$ cat config.mk
export PLATFORM = sky130hd
export DESIGN_NAME = ysyx_22041412_cache_rd_arb_flat
export DESIGN_NICKNAME = d
export VERILOG_FILES = /design/src/rtl/ysyx_22041412_cache_rd_arb_pkg.sv /design/src/rtl/ysyx_22041412_cache_rd_arb_if.sv /design/src/rtl/ysyx_22041412_rr_pick2.sv /design/src/rtl/ysyx_22041412_cache_rd_arb.sv /design/src/flat_wrapper.sv
export SDC_FILE = /design/constraint.sdc
export NUM_CORES = 1
export LEC_CHECK = 0
export ABC_AREA = 1
export ABC_CLOCK_PERIOD_IN_PS = 1600
export BUFFER_PORTS_ARGS = -buffer_cell sky130_fd_sc_hd__buf_2
export CAP_MARGIN = 20
export CORE_AREA = 2 2 125 127
export DETAILED_ROUTE_END_ITERATION = 8
export DIE_AREA = 0 0 127 129
export GPL_TIMING_DRIVEN = 0
export HOLD_SLACK_MARGIN = 0.08
export PLACE_DENSITY = 0.62
export SKIP_LAST_GASP = 1
export SLEW_MARGIN = 30
export SYNTH_ARGS = -nofsm -noshare
export SYNTH_HDL_FRONTEND = slang
export SYNTH_HIERARCHICAL = 1
export SYNTH_SLANG_ARGS = --single-unit
$ cat constraint.sdc
create_clock -name clk -period 1.6 [get_ports clk]
set_input_delay 0.08 -clock clk [delete_from_list [all_inputs] [get_ports clk]]
set_output_delay 0.08 -clock clk [all_outputs]
set_load 0.01 [all_outputs]
$ cat src/rtl/ysyx_22041412_cache_rd_arb_pkg.sv
`default_nettype none
// ============================================================================
//  Module      : ysyx_22041412_cache_rd_arb_pkg
//  Description : Shared definitions for the I/D cache refill read arbiter.
//                Holds the default bus widths, the arbiter state encodings
//                and the owner encodings.
//  Revision    : 1.0  initial release
// ============================================================================
package ysyx_22041412_cache_rd_arb_pkg;

    localparam int c_ADDR_W = 32;
    localparam int c_DATA_W = 64;
    localparam int c_LEN_W  = 8;

    typedef logic [1:0] arb_state_t;

    localparam arb_state_t c_ST_IDLE  = 2'b00;
    localparam arb_state_t c_ST_GRANT = 2'b01;
    localparam arb_state_t c_ST_HOLD  = 2'b10;

    localparam logic c_OWN_ICACHE = 1'b0;
    localparam logic c_OWN_DCACHE = 1'b1;

endpackage : ysyx_22041412_cache_rd_arb_pkg
`default_nettype wire

$ cat src/rtl/ysyx_22041412_cache_rd_arb_if.sv
`default_nettype none
// ============================================================================
//  Module      : ysyx_22041412_cache_rd_arb_if
//  Description : Bundle of every handshake/bus signal around the refill
//                read arbiter: Icache side (i_*), Dcache side (d_*), the
//                shared AXI read bridge (axi_*) and status (busy_o/owner_o).
//                slave  : arbiter view (caches/bridge drive inputs)
//                master : environment view (drives caches and bridge)
//  Revision    : 1.0  initial release
// ============================================================================
interface ysyx_22041412_cache_rd_arb_if
    import ysyx_22041412_cache_rd_arb_pkg::*;
#(
    parameter int ADDR_W = c_ADDR_W,
    parameter int DATA_W = c_DATA_W,
    parameter int LEN_W  = c_LEN_W
) ();

    // Icache refill port
    logic              i_valid;
    logic [ADDR_W-1:0] i_addr;
    logic [LEN_W-1:0]  i_len;
    logic              i_ready;
    logic              i_last;
    logic [DATA_W-1:0] i_data;

    // Dcache refill port
    logic              d_valid;
    logic [ADDR_W-1:0] d_addr;
    logic [LEN_W-1:0]  d_len;
    logic              d_ready;
    logic              d_last;
    logic [DATA_W-1:0] d_data;

    // Shared AXI read bridge
    logic              axi_valid_o;
    logic [ADDR_W-1:0] axi_addr_o;
    logic [LEN_W-1:0]  axi_len_o;
    logic              axi_ready_i;
    logic              axi_last_i;
    logic [DATA_W-1:0] axi_data_i;

    // Status
    logic              busy_o;
    logic              owner_o;

    modport slave (
        input  i_valid, i_addr, i_len,
        output i_ready, i_last, i_data,
        input  d_valid, d_addr, d_len,
        output d_ready, d_last, d_data,
        output axi_valid_o, axi_addr_o, axi_len_o,
        input  axi_ready_i, axi_last_i, axi_data_i,
        output busy_o, owner_o
    );

    modport master (
        output i_valid, i_addr, i_len,
        input  i_ready, i_last, i_data,
        output d_valid, d_addr, d_len,
        input  d_ready, d_last, d_data,
        input  axi_valid_o, axi_addr_o, axi_len_o,
        output axi_ready_i, axi_last_i, axi_data_i,
        input  busy_o, owner_o
    );

endinterface : ysyx_22041412_cache_rd_arb_if
`default_nettype wire

$ cat src/rtl/ysyx_22041412_rr_pick2.sv
`default_nettype none
// ============================================================================
//  Module      : ysyx_22041412_rr_pick2
//  Description : Two-input round-robin picker. A lone requester always wins;
//                on contention the requester named by rr_ptr wins.
//  Ports       : valid[1:0] requests (bit 0 = Icache, bit 1 = Dcache)
//                rr_ptr     preferred index on contention
//                any        at least one request present
//                grant      winning index (meaningful only when any = 1)
//  Revision    : 1.0  initial release
// ============================================================================
module ysyx_22041412_rr_pick2 (
    input  wire logic [1:0] valid,
    input  wire logic       rr_ptr,
    output logic            any,
    output logic            grant
);

    assign any   = |valid;
    assign grant = (&valid) ? rr_ptr : valid[1];

endmodule : ysyx_22041412_rr_pick2
`default_nettype wire

$ cat src/rtl/ysyx_22041412_cache_rd_arb.sv
`default_nettype none
// ============================================================================
//  Module      : ysyx_22041412_cache_rd_arb
//  Description : Read-channel arbiter between the Icache and Dcache refill
//                ports and the single AXI read bridge. One cache owns a whole
//                burst; its address/length are latched at grant and held
//                stable, returning beats are steered combinationally to the
//                owner only, and ownership alternates on contention.
//  Ports       : clk, rst  clock and synchronous active-high reset
//                bus       ysyx_22041412_cache_rd_arb_if.slave (all cache,
//                          bridge and status signals)
//  Revision    : 1.0  initial release
// ============================================================================
module ysyx_22041412_cache_rd_arb
    import ysyx_22041412_cache_rd_arb_pkg::*;
#(
    parameter int ADDR_W = c_ADDR_W,
    parameter int DATA_W = c_DATA_W,
    parameter int LEN_W  = c_LEN_W
) (
    input  wire logic                    clk,
    input  wire logic                    rst,
    ysyx_22041412_cache_rd_arb_if.slave  bus
);

    arb_state_t        r_state;
    logic              r_rr_ptr;
    logic              r_owner;
    logic [ADDR_W-1:0] r_addr;
    logic [LEN_W-1:0]  r_len;
    logic              r_axi_valid;
    logic              r_busy;
    logic [LEN_W-1:0]  r_cnt;
    logic              r_len_err;

    logic              w_any;
    logic              w_pick;
    logic              w_cnt_hit;
    logic              w_fwd;
    logic              w_to_i;
    logic              w_to_d;

    ysyx_22041412_rr_pick2 u_pick (
        .valid  ({bus.d_valid, bus.i_valid}),
        .rr_ptr (r_rr_ptr),
        .any    (w_any),
        .grant  (w_pick)
    );

    // The beat being accepted is the one whose index equals the latched len;
    // it must be the only beat flagged last.
    assign w_cnt_hit = (r_cnt == r_len);

    always_ff @(posedge clk) begin
        if (rst) begin
            r_state     <= c_ST_IDLE;
            r_rr_ptr    <= 1'b0;
            r_owner     <= c_OWN_ICACHE;
            r_addr      <= '0;
            r_len       <= '0;
            r_axi_valid <= 1'b0;
            r_busy      <= 1'b0;
            r_cnt       <= '0;
            r_len_err   <= 1'b0;
        end else begin
            case (r_state)
                c_ST_IDLE: begin
                    if (w_any) begin
                        r_owner     <= w_pick;
                        r_addr      <= (w_pick == c_OWN_DCACHE) ? bus.d_addr : bus.i_addr;
                        r_len       <= (w_pick == c_OWN_DCACHE) ? bus.d_len  : bus.i_len;
                        r_cnt       <= '0;
                        r_axi_valid <= 1'b1;
                        r_busy      <= 1'b1;
                        r_state     <= c_ST_GRANT;
                    end
                end
                c_ST_GRANT: begin
                    if (bus.axi_ready_i) begin
                        r_cnt <= r_cnt + 1'b1;
                        // Early last or missing last: the burst still ends
                        // only on axi_last_i, but the mismatch is recorded.
                        if (bus.axi_last_i != w_cnt_hit) begin
                            r_len_err <= 1'b1;
                        end
                        if (bus.axi_last_i) begin
                            r_axi_valid <= 1'b0;
                            r_rr_ptr    <= ~r_owner;
                            r_state     <= c_ST_HOLD;
                        end
                    end
                end
                c_ST_HOLD: begin
                    // One dead cycle so a cache still showing its registered
                    // valid after its last beat is not granted again.
                    r_busy  <= 1'b0;
                    r_state <= c_ST_IDLE;
                end
                default: begin
                    r_axi_valid <= 1'b0;
                    r_busy      <= 1'b0;
                    r_state     <= c_ST_IDLE;
                end
            endcase
        end
    end

    // Beats are only forwarded while a burst is granted, and only to its owner.
    assign w_fwd  = (r_state == c_ST_GRANT);
    assign w_to_i = w_fwd & (r_owner == c_OWN_ICACHE);
    assign w_to_d = w_fwd & (r_owner == c_OWN_DCACHE);

    assign bus.i_ready = w_to_i & bus.axi_ready_i;
    assign bus.i_last  = w_to_i & bus.axi_last_i;
    assign bus.i_data  = w_to_i ? bus.axi_data_i : '0;

    assign bus.d_ready = w_to_d & bus.axi_ready_i;
    assign bus.d_last  = w_to_d & bus.axi_last_i;
    assign bus.d_data  = w_to_d ? bus.axi_data_i : '0;

    assign bus.axi_valid_o = r_axi_valid;
    assign bus.axi_addr_o  = r_addr;
    assign bus.axi_len_o   = r_len;
    assign bus.busy_o      = r_busy;
    assign bus.owner_o     = r_owner;

endmodule : ysyx_22041412_cache_rd_arb
`default_nettype wire

$ cat src/flat_wrapper.sv
// flat-port wrapper written by rule: the top's interface ports become plain ports
module ysyx_22041412_cache_rd_arb_flat import ysyx_22041412_cache_rd_arb_pkg::*;
#(
    parameter int ADDR_W = c_ADDR_W,
    parameter int DATA_W = c_DATA_W,
    parameter int LEN_W  = c_LEN_W
)
  (clk, rst, bus_i_valid, bus_i_addr, bus_i_len, bus_i_ready, bus_i_last, bus_i_data, bus_d_valid, bus_d_addr, bus_d_len, bus_d_ready, bus_d_last, bus_d_data, bus_axi_valid_o, bus_axi_addr_o, bus_axi_len_o, bus_axi_ready_i, bus_axi_last_i, bus_axi_data_i, bus_busy_o, bus_owner_o);
  ysyx_22041412_cache_rd_arb_if #(.ADDR_W(ADDR_W), .DATA_W(DATA_W), .LEN_W(LEN_W)) bus_i ();
  input  wire logic clk;
  input  wire logic rst;
  input wire logic [$bits(bus_i.i_valid)-1:0] bus_i_valid;
  input wire logic [$bits(bus_i.i_addr)-1:0] bus_i_addr;
  input wire logic [$bits(bus_i.i_len)-1:0] bus_i_len;
  output wire logic [$bits(bus_i.i_ready)-1:0] bus_i_ready;
  output wire logic [$bits(bus_i.i_last)-1:0] bus_i_last;
  output wire logic [$bits(bus_i.i_data)-1:0] bus_i_data;
  input wire logic [$bits(bus_i.d_valid)-1:0] bus_d_valid;
  input wire logic [$bits(bus_i.d_addr)-1:0] bus_d_addr;
  input wire logic [$bits(bus_i.d_len)-1:0] bus_d_len;
  output wire logic [$bits(bus_i.d_ready)-1:0] bus_d_ready;
  output wire logic [$bits(bus_i.d_last)-1:0] bus_d_last;
  output wire logic [$bits(bus_i.d_data)-1:0] bus_d_data;
  output wire logic [$bits(bus_i.axi_valid_o)-1:0] bus_axi_valid_o;
  output wire logic [$bits(bus_i.axi_addr_o)-1:0] bus_axi_addr_o;
  output wire logic [$bits(bus_i.axi_len_o)-1:0] bus_axi_len_o;
  input wire logic [$bits(bus_i.axi_ready_i)-1:0] bus_axi_ready_i;
  input wire logic [$bits(bus_i.axi_last_i)-1:0] bus_axi_last_i;
  input wire logic [$bits(bus_i.axi_data_i)-1:0] bus_axi_data_i;
  output wire logic [$bits(bus_i.busy_o)-1:0] bus_busy_o;
  output wire logic [$bits(bus_i.owner_o)-1:0] bus_owner_o;
  assign bus_i.i_valid = bus_i_valid;
  assign bus_i.i_addr = bus_i_addr;
  assign bus_i.i_len = bus_i_len;
  assign bus_i_ready = bus_i.i_ready;
  assign bus_i_last = bus_i.i_last;
  assign bus_i_data = bus_i.i_data;
  assign bus_i.d_valid = bus_d_valid;
  assign bus_i.d_addr = bus_d_addr;
  assign bus_i.d_len = bus_d_len;
  assign bus_d_ready = bus_i.d_ready;
  assign bus_d_last = bus_i.d_last;
  assign bus_d_data = bus_i.d_data;
  assign bus_axi_valid_o = bus_i.axi_valid_o;
  assign bus_axi_addr_o = bus_i.axi_addr_o;
  assign bus_axi_len_o = bus_i.axi_len_o;
  assign bus_i.axi_ready_i = bus_axi_ready_i;
  assign bus_i.axi_last_i = bus_axi_last_i;
  assign bus_i.axi_data_i = bus_axi_data_i;
  assign bus_busy_o = bus_i.busy_o;
  assign bus_owner_o = bus_i.owner_o;
  ysyx_22041412_cache_rd_arb #(.ADDR_W(ADDR_W), .DATA_W(DATA_W), .LEN_W(LEN_W)) u_core (.clk(clk), .rst(rst), .bus(bus_i));
endmodule
-- Yosys cells after proc, flatten, opt, wreduce, memory -nomap -nowiden
Cells that the tools add are included.
Widths: inputs -> output; s select.
- word-level logic and storage cells: 43
- output and inout bits: 175
- register bits: 46
- reductions and logical operators: 8
- mux-type cells: 14
- bitwise operators: 9
- equal/unequal tests: 5
- operators by type and width (cell ; number):
    $mux 64 ; 2
    $mux 32 ; 1
    $mux 8 ; 1
    $and 1x1->1 ; 6
    $mux 2 ; 3
    $ne 2x2->1 const B ; 3
    $reduce_and 2->1 ; 3
    $reduce_and 3->1 ; 2
    $mux 1 ; 4
    $pmux 2 s2 ; 1
    $reduce_and 4->1 ; 1
    $not 1->1 ; 3
    $pmux 1 s3 ; 1
    $eq 2x1->1 const B ; 1
    $eq 2x2->1 const B ; 1
    $logic_not 2->1 ; 1
    $pmux 1 s2 ; 1
    $reduce_or 2->1 ; 1

-- Logic depth before layout (Yosys ltp)
Gate-level depths: netlist of the first run.
- word-level depth: 3
- mapped depth: 9
- mapped depth without buffers: 7

-- Modules after synthesis
Netlist of the first run, hierarchy kept.
- modules (own cells, without submodules) (module ; times used ; cells each ; area an instance (µm²) ; seq. area each (µm²)):
    ysyx_22041412_cache_rd_arb ; 1 ; 548 ; 3089.2 ; 920.9
    ysyx_22041412_rr_pick2 ; 1 ; 5 ; 22.5 ; 0.0

-- Least setup slack after synthesis of the first run
No wires, ideal clock.
- path type: flip-flop to flip-flop
- start point: register u_core.r_rr_ptr
- end point: register u_core.r_addr[10], in the netlist u_core/bus.axi_addr_o[10]
- path buffers: 2
- required time: 1468 ps
- clock period less this slack: 1134 ps
- slack: 466 ps
- library setup time: 132 ps
- arrival time: 1002 ps
- stages on the path, launching flop included: 8
- cell sequence: dfxtp_1 nand3_1 nand2_1 buf_2 clkbuf_1 o21ai_0 nand2_1 a21oi_1
- word-level cells in the longest chain between the ends: 2
- RTL lines (element ; line ; source):
    start: declaration ; ysyx_22041412_cache_rd_arb.sv:27 ; logic r_rr_ptr;
    start signal: assignment ; ysyx_22041412_cache_rd_arb.sv:88 ; r_rr_ptr <= ~r_owner;
    $mux 1 ; ysyx_22041412_rr_pick2.sv:20 ; assign grant = (&valid) ? rr_ptr : valid[1];
    named net u_core.w_pick ; ysyx_22041412_cache_rd_arb.sv:37 ; logic w_pick;
    $mux 32 ; ysyx_22041412_cache_rd_arb.sv:70 ; r_addr <= (w_pick == c_OWN_DCACHE) ? bus.d_addr : bus.i_addr;
    end signal: assignment ; ysyx_22041412_cache_rd_arb.sv:70 ;
    end: declaration ; ysyx_22041412_cache_rd_arb.sv:29 ; logic [ADDR_W-1:0] r_addr;
The timed path passes the listed nets, and every way through them passes these cells.
A chain may end at the register's enable or synchronous reset.

-- Final worst setup path of the first run
- start point: register u_core.r_state[0]
- end point: output port bus_d_data[29]
- word-level cells in the longest chain between the ends: 3
- RTL lines (element ; line ; source):
    start: declaration ; ysyx_22041412_cache_rd_arb.sv:26 ; arb_state_t r_state;
    start signal: assignment ; ysyx_22041412_cache_rd_arb.sv:56 ; r_state <= c_ST_IDLE;
    start signal: assignment ; ysyx_22041412_cache_rd_arb.sv:75 ; r_state <= c_ST_GRANT;
    start signal: assignment ; ysyx_22041412_cache_rd_arb.sv:89 ; r_state <= c_ST_HOLD;
    $eq 2x1->1 ; ysyx_22041412_cache_rd_arb.sv:109 ; assign w_fwd = (r_state == c_ST_GRANT);
    $and 1x1->1 ; ysyx_22041412_cache_rd_arb.sv:111 ; assign w_to_d = w_fwd & (r_owner == c_OWN_DCACHE);
    $mux 64 ; ysyx_22041412_cache_rd_arb.sv:119 ; assign bus.d_data = w_to_d ? bus.axi_data_i : '0;
    end: declaration ; flat_wrapper.sv:23 ; output wire logic [$bits(bus_i.d_data)-1:0] bus_d_data;
No other way between the ends.

==> impl_metrics.toml, run 1 <==
[run_status]
status = "finished with violations"
violations = "setup timing"

[power]
internal_power_mw = 2.60
worst_ir_drop_vdd_uv = 437
seqPwrFrac_pct = 33.0
swShare_pct = 33.6
combPwrFrac_pct = 37.0
powerDensity_nw_per_um2 = 695
power_leakage_nw = 3.47
power.switching_mw = 1.32
clkPwrFrac_pct = 30.0

[detailed_routing]
drtAntennaViolNets = 0
drt_wl_total_mm = 14.8
drcViolationCount = 0
num_vias = 4428
wl_met1_mm = 5.85
wl_per_cell_um = 13.7
wl_met2_mm = 7.63
highest_layer = "met5"
dr.first_iter.drc_count = 160
via_per_inst = 4.10
firstDrtPassIters = 4
wl_met3_mm = 1.11

[sta]
worst_slack_ns = -0.0247
finalSetupViolCount = 3
tns_ns = -0.0358
period_share_pct = 102
period_needed_ns = 1.62
worst_pin_slew_ns = 0.548
hold_viol_final = 0
fmax_mhz = 615
rsz0062_at_grt = "yes"
drv_slew = 0
skew_ns = 0.00448
relSlewSlack_pct = 63.5

[critical_path]
cp.required_ns = 1.52
worstReg2RegStart = "u_core/r_rr_ptr$_SDFFE_PP0P_"
reg2reg_depth = 8
worst_setup_path_start_kind = "register"
r2r_end = "u_core/bus.axi_len_o[4]$_SDFFE_PP0P_"
crit_path_end_kind = "output port"
crit_slowest_cell = "dfxtp_2"
worstPathCellList = "inv_4 -> nor2_4 -> nand2_4 -> buf_12 -> clkbuf_16 -> nor2_1 -> buf_2"
crit_path_max_fanout = 8
r2r_slack_ns = 0.14
cp.arrival_ns = 1.54
slowest_delay_ns = 0.35
crit_start = "u_core/r_state[0]$_SDFFE_PP0P_"
critPathCapture = "bus_d_data[29]"
critPathKind = "register to output port"

[global_route]
grt_pass1_wl_mm = 20.2
grt_pass1_vias = 3806
grt_max_degree = 15
track_usage_pct = 15.8
grt_remaining_overflow = 0
antenna_found_initial = 1

[cells_and_area]
drive_above_1_share_pct = 47.2
fin_cells = 1080
fillers = 1624
fin_util_pct = 37.6
n_antenna_cell = 0
areaGrowthSynthToFinish_pct = 81.1
seq_area_um2 = 922
fin_nets = 1041
multiInputGateArea_um2 = 1710

[placement]
finalWeightedCongestion = 0.861
portBuffers = 323
dp.cells = 1064
hpwl_mm = 11.9
pre_cts_ws_ns = 0.0437

[clocking]
cts_buffers = 5
cts_buffer_depth = 2
htreeDepth = 2
cts_root_buf = "clkbuf_16"
cts_num_sinks = 46
insertion_delay_ns = 0.29
cts_tree = "built"
path_clk_slew_ns = 0.06

[yosys]
yosysUniqueCellTypes = 14
synthesis.area_um2 = 3110
syn_nets = 703
yosysWarnings = 6
synth_seq_cells = 46
ys_seq_area_share_pct = 29.6
syn_inst = 553
synth_area_per_cell_um2 = 5.63

[die]
die_area_um2 = 16400
die_x_um = 127
die_h_um = 129
start_util_pct = 20.8
core_area_um2 = 15000
rows = 45
io_pins = 325

[min_path]
hp-class = "input pin to register"

[job]
cap_viol_max_count = 0
[power by group through the flow]
| stage | Clock [mW] | Sequential, mW | Combinational [mW] |
|---|---|---|---|
| floorplan | 0 | 1.36 | 0.646 |
| global placement | 0 | 1.31 | 1.30 |
| detailed placement | 0 | 1.32 | 1.31 |
| CTS | 1.23 | 1.29 | 1.32 |
| global route | 1.26 | 1.30 | 1.60 |
| finish | 1.17 | 1.29 | 1.45 |
[how the worst min path moves through the flow]
stage,from,endpoint,cells after the start
after floorplan,bus_axi_data_i[0],bus_d_data[0],2
after global placement,bus_i_addr[2],u_core/bus.axi_addr_o[2]$_SDFFE_PP0P_,5
after detailed placement,bus_i_addr[28],u_core/bus.axi_addr_o[28]$_SDFFE_PP0P_,5
after CTS,bus_i_addr[24],u_core/bus.axi_addr_o[24]$_SDFFE_PP0P_,5
after global routing,bus_i_addr[28],u_core/bus.axi_addr_o[28]$_SDFFE_PP0P_,5
final,bus_i_addr[24],u_core/bus.axi_addr_o[24]$_SDFFE_PP0P_,5
[per-layer routing]
layer	GRT usage, %	vias to the layer above
met3	3.53	14
li1	-	2284
met1	18.2	1941
met2	30.1	187
met4	3.23	2
met5	0	-
[layout by cell type (no fill, tap or decap)]
master and n:
clkinv_2 2, or2_1 1, dfxtp_2 1, nand3_1 2, nor2_2 24, nand2_4 2, buf_6 26, a21oi_1 43
buf_12 4, nand2_1 132, nor2_4 23, inv_2 1, nor2_1 90, bufinv_16 1, clkbuf_16 10, buf_2 318
buf_4 3, nand3_2 1, dfxtp_1 45, buf_8 2, clkbuf_2 2, clkbuf_1 7, o21ai_0 41, inv_1 110
inv_4 1
[logic make-up after synthesis]
| logic type | share of synthesized area [%] |
|---|---|
| AOI/OAI and AO/OA | 13.5 |
| DFF | 29.6 |
| and+or+nand+nor | 35.1 |
| buffers and inverters | 21.8 |
[metrics by stage]
stage	hold slack (ns)	area, µm²	power, mW
2_1_floorplan	0.269	3110	2.01
3_3_place_gp	0.433	4960	2.62
3_5_place_dp	0.432	4960	2.62
4_1_cts	0.122	5140	3.84
5_1_grt	0.152	5640	4.16
6_report	0.130	5640	3.91
[synthesized netlist by cell type]
cell type	instances	area share [%]
inv_1	110	13
buf_2	13	2.1
a21oi_1	43	6.9
nor2_1	117	14
inv_2	2	0.24
buf_6	14	5.1
dfxtp_1	46	30
nor2_2	20	4.0
nand2_1	134	16
nand3_1	2	0.32
clkbuf_1	9	1.1
o21ai_0	41	6.6
or2_1	1	0.20
nand3_2	1	0.32
[critical path: cells and delay by family (launching register included)]
family / cells / cell delay [ns]
flops: 1 / 0.35
simple gates: 3 / 0.38
buf+inv: 4 / 0.52
[registers in the layout, summed over array words and instances (netlist names)]
register	count
u_core/bus.axi_addr_o	32
u_core/bus.axi_len_o	8
u_core/r_state	2
u_core/bus.axi_valid_o	1
u_core/bus.busy_o	1
u_core/bus.owner_o	1
u_core/r_rr_ptr	1
[area by class of cell]
class / count / share of cell area (%)
Buffer: 36 / 5.35
Clock buffer: 5 / 2.22
Clock inverter: 3 / 0.710
Inverter: 112 / 7.50
Multi-Input combinational cell: 359 / 30.4
Sequential cell: 46 / 16.4
Tap cell: 188 / 4.17
Timing Repair Buffer: 331 / 33.3
[what timing repair did]
action / 4_1_cts / 5_1_grt
resized for setup: 4 / 87
pin swaps: 0 / 3
gates cloned: 0 / 5
buffers inserted: 0 / 3
setup endpoints to repair: 81 / 86
hold buffers: 0 / 0
Power figures use the tool's default switching activity.
==> run 2, diff against run 1 <==
ABC_AREA = unset   (was 1)
CORE_AREA = 2 2 126 128   (was 2 2 125 127)
DIE_AREA = 0 0 128 130   (was 0 0 127 129)
GPL_TIMING_DRIVEN = unset   (was 0)
==> run 2 against run 1 <==
Compared with the run above: the flow now finishes without violations; sequential share of layout area fell by 0.81 points; power down 0.87%; routed wire length down 7.3%; via count is 12% lower; hold slack worse by 0.049 ns; synthesized area is 1.2% higher; utilization up 1.2 points; synthesized cell count fell by 36%; critical path depth decreased by 2; clock skew barely moved; sequential power is essentially flat; setup slack better by 0.069 ns; critical path type unchanged; largest cell class unchanged.
==> impl_metrics.toml, run 2 <==
[clocking]
insertion_delay_ns = 0.29
htreeDepth = 2
cts_root_buf = "clkbuf_16"
cts_tree = "built"
cts_buffers = 5
cts_num_sinks = 46
path_clk_slew_ns = 0.06
cts_buffer_depth = 2

[run_status]
status = "finished, final reports clean"

[placement]
portBuffers = 324
pre_cts_ws_ns = 0.0480
dp.cells = 850
finalWeightedCongestion = 0.837
hpwl_mm = 9.97
place_area_um2 = 4990

[yosys]
synth_area_per_cell_um2 = 8.85
ys_seq_area_share_pct = 29.2
synth_top_cell_area_share_pct = 29.2
netlist.top_cell.by_area = "dfxtp_1"
synth_edf_count = 0
synth_top_family_by_area = "simple AND/OR/NAND/NOR gates"
yosys.area_share.simple_pct = 30.2
synth_xor_area_share_pct = 0
synthAdderAreaFrac_pct = 0
synthFlopType = "dfxtp_1"
yosysUniqueCellTypes = 28
syn_nets = 506
muxShareOfSynthArea_pct = 13.4
yosysWarnings = 6
synth_seq_cells = 46
ys_top_cells_by_area = "dfxtp_1, and2_1, mux2i_1"
syn_inst = 356
synth-compound-area-share_pct = 16.7
synthArstFlopShare_pct = 0
synthesis.area_um2 = 3150
synthTopCellsByCount = "and2_1, dfxtp_1, inv_1, mux2i_1, clkbuf_1"
synth_most_common_cell = "and2_1"

[critical_path]
crit_family = "buffers and inverters"
crit_path_max_fanout = 9
cp.required_ns = 1.52
crit_path_end_kind = "output port"
worstPathCellList = "nor3b_4 -> buf_12 -> buf_16 -> and2_4 -> buf_2"
worst_setup_path_start_kind = "register"
critPathKind = "register to output port"
cp.arrival_ns = 1.48
slowest_delay_ns = 0.36
worst-path-buf-inv = 3
crit_slowest_cell = "dfxtp_4"

[cells_and_area]
design_area_um2 = 5990
final_common_cell = "buf_2"
drive_above_1_share_pct = 55.5
n_antenna_cell = 0
areaGrowthSynthToFinish_pct = 90.3
largest_reg_flops = 32
mostFrequentLayoutCells = "buf_2, and2_1, dlygate4sd3_1"
fin_cells = 916
fin_nets = 873

[power]
worst_ir_drop_vdd_uv = 355
powerDensity_nw_per_um2 = 647
power.switching_mw = 1.16
combPwrFrac_pct = 37.3
totalPowerFinal_mw = 3.88
internal_power_mw = 2.72
power_leakage_nw = 3.15
clkPwrFrac_pct = 29.3
swShare_pct = 29.8
seqPwrFrac_pct = 33.5

[global_route]
grt_remaining_overflow = 0
grt_max_degree = 67
antenna_found_initial = 0
grt_pass1_vias = 3579
grt_pass1_wl_mm = 18.5
track_usage_pct = 14.2

[die]
io_pins = 325
rows = 46
core_area_um2 = 15400
start_util_pct = 20.4
die_area_um2 = 16600
die_h_um = 130
die_x_um = 128

[sta]
worst_slack_ns = 0.0438
relSlewSlack_pct = 70.9
fmax_mhz = 643
hold_slack_ns = 0.0811
drv_slew = 0
period_share_pct = 97.3
hold_viol_final = 0
skew_ns = 0.00409
rsz0062_at_grt = "yes"
period_needed_ns = 1.56
worst_pin_slew_ns = 0.436
finalSetupViolCount = 0

[min_path]
hp-class = "input pin to register"

[detailed_routing]
drtAntennaViolNets = 0
drcViolationCount = 0
via_per_inst = 4.23
dr.first_iter.drc_count = 100
firstDrtPassIters = 4
drt_wl_total_mm = 13.7
wl_per_cell_um = 14.9
num_vias = 3875

[job]
cap_viol_max_count = 0
run 2: cell types whose count changed in the layout (fill, tap and decap cells not counted), sizes merged, moves of 3 or more:
cell         change
o32ai           +40
nand3            -3
a21oi           -43
nand2b           +3
nor2           -134
nand2          -134
mux2i           +41
clkbuf           -7
dlygate4sd3     +47
buf             -10
and2           +133
o21ai           -41
inv             -71
run 2: worst register-to-register path, delay by kind of cell, from the launching register on:
family | cells | cell delay [ns]
AND/OR/NAND/NOR | 1 | 0.54
buffers and inverters | 2 | 0.38
flip-flops | 1 | 0.36
AO/OA/AOI/OAI | 1 | 0.15
run 2: final timing paths:
kind | startpoint | end | slack, ns | cells past startpoint
max | u_core/r_state[1]$_SDFFE_PP0P_ | bus_i_data[38] | 0.04 | 5
min | bus_i_len[1] | u_core/bus.axi_len_o[1]$_SDFFE_PP0P_ | 0.08 | 3
max reg2reg | u_core/r_state[1]$_SDFFE_PP0P_ | u_core/bus.axi_addr_o[9]$_SDFFE_PP0P_ | 0.08 | 4
min reg2reg | u_core/r_state[1]$_SDFFE_PP0P_ | u_core/r_state[0]$_SDFFE_PP0P_ | 0.47 | 1
run 2: logic make-up (layout without fill, tap and decap cells):
| logic type | Yosys count | in the layout |
|---|---|---|
| AND/OR/NAND/NOR | 149 | 149 |
| buffers and inverters | 75 | 443 |
| AO/OA/AOI/OAI | 44 | 44 |
| multiplexers | 42 | 42 |
| flip-flops | 46 | 46 |
run 2: area by class of cell:
class	instances	area [µm²]
fillers	1590	9430
repair buffers	394	2530
multi-input cells	235	1970
flip-flops and latches	46	932
well taps	192	240
clock buffers	8	166
inverters	41	154
run 2: layer usage:
metal / share of wire [%] / track usage, % / wire length (µm)
met5: 0 / 0 / 0
met2: 50 / 26.7 / 6900
met3: 6.7 / 2.05 / 912
met1: 41 / 16.9 / 5670
met4: 1.5 / 3.81 / 205
run 2: repair_timing:
action	in CTS	in global routing
pin swaps	0	3
resized for setup	11	40
buffers inserted	3	2
setup endpoints to repair	132	131
endpoints found under the hold margin	26	2
hold buffers	45	2
gates cloned	1	5
run 2: power groups by stage:
stage	logic (mW)	registers, mW	clock network (mW)
floorplan	0.578	1.37	0
global placement	1.18	1.33	0
detailed placement	1.18	1.33	0
CTS	1.31	1.30	1.18
global route	1.56	1.31	1.23
finish	1.45	1.30	1.14
run 2: through the flow:
step / util [%] / setup TNS (ns)
floorplan: - / 0
global placement: 32.3 / 0
detailed placement: 32.3 / 0
CTS: 36.8 / 0
global route: 38.9 / -1.32
finish: 38.9 / 0
